==> src/rtl/booth_mult_pkg.sv <==
// Shared types and constants for the radix-4 Booth multiplier.
package booth_mult_pkg;

   typedef enum logic [1:0] {
      IDLE,
      CALC,
      DONE
   } state_t;

   // Partial-product select: magnitude is zero, x1 or x2; neg negates it.
   typedef struct packed {
      logic neg;
      logic one;
      logic two;
   } booth_digit_t;

   localparam booth_digit_t DIGIT_ZERO = '{neg: 1'b0, one: 1'b0, two: 1'b0};
   localparam booth_digit_t DIGIT_POS1 = '{neg: 1'b0, one: 1'b1, two: 1'b0};
   localparam booth_digit_t DIGIT_POS2 = '{neg: 1'b0, one: 1'b0, two: 1'b1};
   localparam booth_digit_t DIGIT_NEG1 = '{neg: 1'b1, one: 1'b1, two: 1'b0};
   localparam booth_digit_t DIGIT_NEG2 = '{neg: 1'b1, one: 1'b0, two: 1'b1};

   function automatic int unsigned ITER(input int unsigned width);
      return width / 2 + 1;
   endfunction

endpackage

==> src/rtl/booth_mult_if.sv <==
// Operand/product handshake bundle for booth_mult.
interface booth_mult_if #(
   parameter int unsigned WIDTH = 16
);
   logic                 in_valid;
   logic                 in_ready;
   logic                 is_signed;
   logic [WIDTH-1:0]     multiplier;
   logic [WIDTH-1:0]     multiplicand;
   logic                 out_valid;
   logic                 out_ready;
   logic [2*WIDTH-1:0]   product;

   modport master (
      output in_valid, is_signed, multiplier, multiplicand, out_ready,
      input  in_ready, out_valid, product
   );

   modport slave (
      input  in_valid, is_signed, multiplier, multiplicand, out_ready,
      output in_ready, out_valid, product
   );
endinterface

==> src/rtl/booth_mult_recoder.sv <==
// Radix-4 Booth recoder: 3-bit multiplier window to a signed digit select.
module booth_recoder
   import booth_mult_pkg::*;
(
   input  logic [2:0]   window,
   output booth_digit_t digit
);

   always_comb begin
      digit = DIGIT_ZERO;
      case (window)
         3'b001,
         3'b010:  digit = DIGIT_POS1;
         3'b011:  digit = DIGIT_POS2;
         3'b100:  digit = DIGIT_NEG2;
         3'b101,
         3'b110:  digit = DIGIT_NEG1;
         default: digit = DIGIT_ZERO;
      endcase
   end

endmodule

==> src/rtl/booth_mult.sv <==
// Sequential radix-4 Booth multiplier, signed/unsigned, valid/ready on both sides.
module booth_mult
   import booth_mult_pkg::*;
#(
   parameter int unsigned WIDTH = 16
) (
   input logic          clk,
   input logic          rst,
   booth_mult_if.slave  bus
);

   localparam int unsigned NITER = ITER(WIDTH);
   localparam int unsigned CW    = $clog2(NITER);
   localparam int unsigned EW    = WIDTH + 2;
   localparam int unsigned HW    = WIDTH + 3;
   localparam int unsigned PW    = HW + EW + 1;

   if ((WIDTH < 4) || ((WIDTH % 2) != 0)) begin : g_bad_width
      $error("booth_mult: WIDTH must be even and >= 4");
   end

   state_t              state;
   state_t              state_next;
   logic [CW-1:0]       iter;
   logic [PW-1:0]       acc;
   logic [PW-1:0]       acc_sum;
   logic [PW-1:0]       acc_next;
   logic [EW-1:0]       mcand;
   logic [EW-1:0]       a_ext;
   logic [EW-1:0]       b_ext;
   logic [HW-1:0]       mcand_x;
   logic [HW-1:0]       mag;
   logic [HW-1:0]       addend;
   logic [HW-1:0]       hi_sum;
   logic [2*WIDTH-1:0]  product_q;
   logic                accept;
   logic                last;
   booth_digit_t        digit;

   assign accept = bus.in_valid && (state == IDLE);
   assign last   = (iter == CW'(NITER - 1));

   // The mode is folded into the extension here, so it need not be kept past accept.
   assign a_ext = {{2{bus.is_signed & bus.multiplier[WIDTH-1]}},   bus.multiplier};
   assign b_ext = {{2{bus.is_signed & bus.multiplicand[WIDTH-1]}}, bus.multiplicand};

   booth_recoder u_recoder (
      .window (acc[2:0]),
      .digit  (digit)
   );

   // acc = {upper half (HW), multiplier field (EW), bit -1}; product ends up in acc[2*WIDTH:1].
   always_comb begin
      mcand_x = {mcand[EW-1], mcand};
      mag     = '0;
      if (digit.two) begin
         mag = mcand_x << 1;
      end else if (digit.one) begin
         mag = mcand_x;
      end
      addend   = digit.neg ? (~mag + HW'(1)) : mag;
      hi_sum   = acc[PW-1 -: HW] + addend;
      acc_sum  = {hi_sum, acc[EW:0]};
      acc_next = $signed(acc_sum) >>> 2;
   end

   always_comb begin
      state_next = state;
      case (state)
         IDLE:    if (bus.in_valid)  state_next = CALC;
         CALC:    if (last)          state_next = DONE;
         DONE:    if (bus.out_ready) state_next = IDLE;
         default:                    state_next = IDLE;
      endcase
   end

   always_ff @(posedge clk or negedge rst) begin
      if (!rst) begin
         state <= IDLE;
      end else begin
         state <= state_next;
      end
   end

   always_ff @(posedge clk or negedge rst) begin
      if (!rst) begin
         iter      <= '0;
         acc       <= '0;
         mcand     <= '0;
         product_q <= '0;
      end else begin
         case (state)
            IDLE: begin
               if (accept) begin
                  acc   <= {{HW{1'b0}}, a_ext, 1'b0};
                  mcand <= b_ext;
                  iter  <= '0;
               end
            end
            CALC: begin
               acc  <= acc_next;
               iter <= iter + 1'b1;
               if (last) begin
                  product_q <= acc_next[2*WIDTH:1];
               end
            end
            default: ;
         endcase
      end
   end

   assign bus.in_ready  = (state == IDLE);
   assign bus.out_valid = (state == DONE);
   assign bus.product   = product_q;

endmodule

==> src/flat_wrapper.sv <==
// flat-port wrapper written by rule: the top's interface ports become plain ports
module booth_mult_flat import booth_mult_pkg::*;
#(
   parameter int unsigned WIDTH = 16
)
  (clk, rst, bus_in_valid, bus_is_signed, bus_multiplier, bus_multiplicand, bus_out_ready, bus_in_ready, bus_out_valid, bus_product);
  booth_mult_if #(.WIDTH(WIDTH)) bus_i ();
  input logic clk;
  input logic rst;
  input wire logic [$bits(bus_i.in_valid)-1:0] bus_in_valid;
  input wire logic [$bits(bus_i.is_signed)-1:0] bus_is_signed;
  input wire logic [$bits(bus_i.multiplier)-1:0] bus_multiplier;
  input wire logic [$bits(bus_i.multiplicand)-1:0] bus_multiplicand;
  input wire logic [$bits(bus_i.out_ready)-1:0] bus_out_ready;
  output wire logic [$bits(bus_i.in_ready)-1:0] bus_in_ready;
  output wire logic [$bits(bus_i.out_valid)-1:0] bus_out_valid;
  output wire logic [$bits(bus_i.product)-1:0] bus_product;
  assign bus_i.in_valid = bus_in_valid;
  assign bus_i.is_signed = bus_is_signed;
  assign bus_i.multiplier = bus_multiplier;
  assign bus_i.multiplicand = bus_multiplicand;
  assign bus_i.out_ready = bus_out_ready;
  assign bus_in_ready = bus_i.in_ready;
  assign bus_out_valid = bus_i.out_valid;
  assign bus_product = bus_i.product;
  booth_mult #(.WIDTH(WIDTH)) u_core (.clk(clk), .rst(rst), .bus(bus_i));
endmodule
==> config.mk <==
export PLATFORM = sky130hd
export DESIGN_NAME = booth_mult_flat
export DESIGN_NICKNAME = d
export VERILOG_FILES = /design/src/rtl/booth_mult_pkg.sv /design/src/rtl/booth_mult_if.sv /design/src/rtl/booth_mult_recoder.sv /design/src/rtl/booth_mult.sv /design/src/flat_wrapper.sv
export SDC_FILE = /design/constraint.sdc
export NUM_CORES = 1
export LEC_CHECK = 0
export ABC_AREA = 1
export BUFFER_PORTS_ARGS = -buffer_cell sky130_fd_sc_hd__buf_2
export CAP_MARGIN = 25
export CORE_MARGIN = 4
export CORE_UTILIZATION = 30
export DETAILED_ROUTE_END_ITERATION = 16
export PLACE_DENSITY = 0.59
export SLEW_MARGIN = 20
export SYNTH_ARGS = -nofsm -noshare
export SYNTH_HDL_FRONTEND = slang
export SYNTH_SLANG_ARGS = --single-unit
export TNS_END_PERCENT = 20
==> constraint.sdc <==
create_clock -name clk -period 7.35 [get_ports clk]
set_input_delay 0.735 -clock clk [delete_from_list [all_inputs] [get_ports clk]]
set_output_delay 0.735 -clock clk [all_outputs]
set_load 0.01 [all_outputs]
==> impl_metrics.toml <==
[run_status]
status = "finished, final reports clean"

[timing]
setup_ws_ns = 3.07
rsz0062_at_grt = "false"
finalClockSkew_ns = 0.0104
finalHoldViolCount = 0
holdWs_ns = 0.292
fmax_mhz = 234
fin_crit_ns = 4.28
tns_ns = 0
finalSetupViolCount = 0
period_share_pct = 58.2
slew_violations = 0
worstMarginPinSlew_ns = 0.867
relSlewSlack_pct = 42.2

[placed_design]
dp_slack_ns = 3.13
dpl_cell_area_um2 = 5730
dp_hpwl_um = 9520
gp_congestion = 0.875
numPortBuffers = 70

[global_route]
grt_max_degree = 69
grt_pass1_wl_um = 22200
grt_pass1_vias = 4372
grt_overflow = 0
grt_antenna_before_repair = 0
grtUsageTotal_pct = 13.8

[clock_network]
cts_buffers = 9
clock-sinks = 91
clock_latency_ns = 0.34
cts.clk_slew.worst_paths_ns = 0.07
post_cts_resized = 0
clockBufferDepth = 2
post-cts-setup-buffers = 0
cts_hold_buf = 0
cts_tree = "built"
htreeDepth = 3
cts-root-buf = "clkbuf_16"

[floorplanning]
die_y_um = 139
die_area_um2 = 19400
rows = 47
fp.coreArea_um2 = 16800
die_w_um = 139
start_util_pct = 30.9
io_pins = 71

[worst_setup_path]
cp.arrival_ns = 4.52
path_class = "flip-flop to flip-flop"
slowest_stage = "o21ai_1"
crit_buf_inv = 2
cp_top_family = "compound AO/OA/AOI/OAI gates"
cp-end-kind = "flip-flop"
critPathLaunchType = "flip-flop"
path_common_cell = "nand2_1"
crit_chain = "o21ai_1 -> nand2_1 -> o22ai_1 -> inv_1 -> ha_1 -> inv_1 -> nor2_2 -> nand2_1 -> nor2_2 -> a21oi_1 -> xor2_1 -> ha_1 -> nand2_1 -> nor2_1 -> nand2_1 -> o211ai_1 -> a21oi_1 -> o21ai_0 -> or2_2 -> nand3_1 -> nand2_1"
critical_path_required_ns = 7.58
crit_fanout = 12
slowest_delay_ns = 0.62

[drt]
viasPerCell = 4.65
wl_per_cell_um = 13.6
ant_nets = 0
drc = 0
vias = 4416
drt-initial-drc-count = 241
wl_um = 12900
firstDrtPassIters = 4

[synth]
synth-edff-count = 0
synth_ff_type = "dfrtp_1"
synthMostInstantiatedCell = "nand2_1"
syn_avg_cell_area_um2 = 7.83
yosysTopAreaCellShare_pct = 44.0
yosysWarnings = 0
synthArstFlopShare_pct = 100
synth_area_leader_cell = "dfrtp_1"
synth_area_leaders = "dfrtp_1 (44%), nand2_1 (14%), o21ai_0 (5.6%)"
synth_area_um2 = 5170
synth_common_cells = "nand2_1 (191), dfrtp_1 (91), inv_1 (62)"
synth_cells = 661
yosys_register_bits = 91
ys_seq_area_share_pct = 44.0
synthesis.nets = 721
synth_cell_type_count = 39

[cells_and_area]
postLayoutCellArea_um2 = 6050
nNetsFinal = 784
area_growth_pct = 16.9
fillers = 1792
diodes = 0
drive_above_1_share_pct = 16.9

[min_path]
hold_path_class = "primary input to async pin"

[job]
maxCapViolCount = 0
-- area by class of cell --
type	instances	area, um^2	area share (%)
clock buffers	10	239	3.95
clock inverters	6	46.3	0.766
inverters	66	248	4.10
multi-input cells	482	2560	42.3
flip-flops and latches	91	2280	37.7
well taps	220	275	4.55
repair buffers	74	403	6.66
-- registers in the layout, summed over array words and instances, names as in the netlist --
name,cells
u_core.state,2
u_core.bus.product,32
u_core.acc,36
u_core.iter,4
u_core.mcand,17
-- metrics by stage --
step,std cells,util [%]
detailed placement,932,34.2
CTS,948,35.9
floorplan,661,-
finish,949,36.1
global route,949,36.1
global placement,932,34.2
-- layer usage --
| metal | routed length [um] | global-route usage [%] | up-vias |
|---|---|---|---|
| met4 | 121 | 3.09 | 0 |
| li1 | - | - | 2303 |
| met1 | 6710 | 20.6 | 2029 |
| met2 | 5650 | 20.5 | 73 |
| met3 | 458 | 2.78 | 11 |
| met5 | 0 | 0 | - |
-- cells in the final DEF, fill, tap and decap left out, types with 2 or more instances in the layout --
cell type and instances:
a21oi_1 38, a22oi_1 4, a32o_1 4, buf_2 69, buf_4 4, clkbuf_16 9
clkinv_1 2, clkinvlp_4 2, dfrtp_1 91, ha_1 22, inv_1 61, inv_2 3
inv_6 2, nand2_1 191, nand2_2 12, nand3_1 46, nand3b_1 3, nand4_1 4
nor2_1 28, nor2_2 6, nor2_4 2, nor3_1 4, nor4_1 2, o211ai_1 3
o21a_1 2, o21ai_0 58, o21ai_1 5, o21ai_2 2, o22ai_1 12, o31ai_1 3
or2_2 5, xnor2_1 9, xor2_1 11
-- final timing paths --
| check | startpoint | to | depth (start not counted) | slack (ns) |
|---|---|---|---|---|
| min in group clk | u_core.bus.product[13] | u_core.bus.product[13] | 2 | 0.47 |
| worst min-delay path | rst | u_core.bus.product[10] | 1 | 0.29 |
| worst max register to register | u_core.acc[0] | u_core.bus.product[29] | 21 | 3.07 |
| worst min register to register | u_core.bus.product[13] | u_core.bus.product[13] | 2 | 0.47 |
| worst max-delay path | u_core.acc[0] | u_core.bus.product[29] | 21 | 3.07 |
| max in group asynchronous | rst | u_core.mcand[16] | 2 | 5.88 |
-- cells by family after synthesis --
kind of cell	Yosys count	share of synthesized area, %
XOR/XNOR	20	3.39
adder cells (fa/ha/maj)	23	5.71
flip-flops	91	44.0
multiplexers	1	0.193
buffers and inverters	88	6.67
AND/OR/NAND/NOR	306	25.8
AO/OA/AOI/OAI	132	14.2
Power is not shown: default switching activity piles up to over one toggle a cycle in this logic, so the estimate is an artifact.
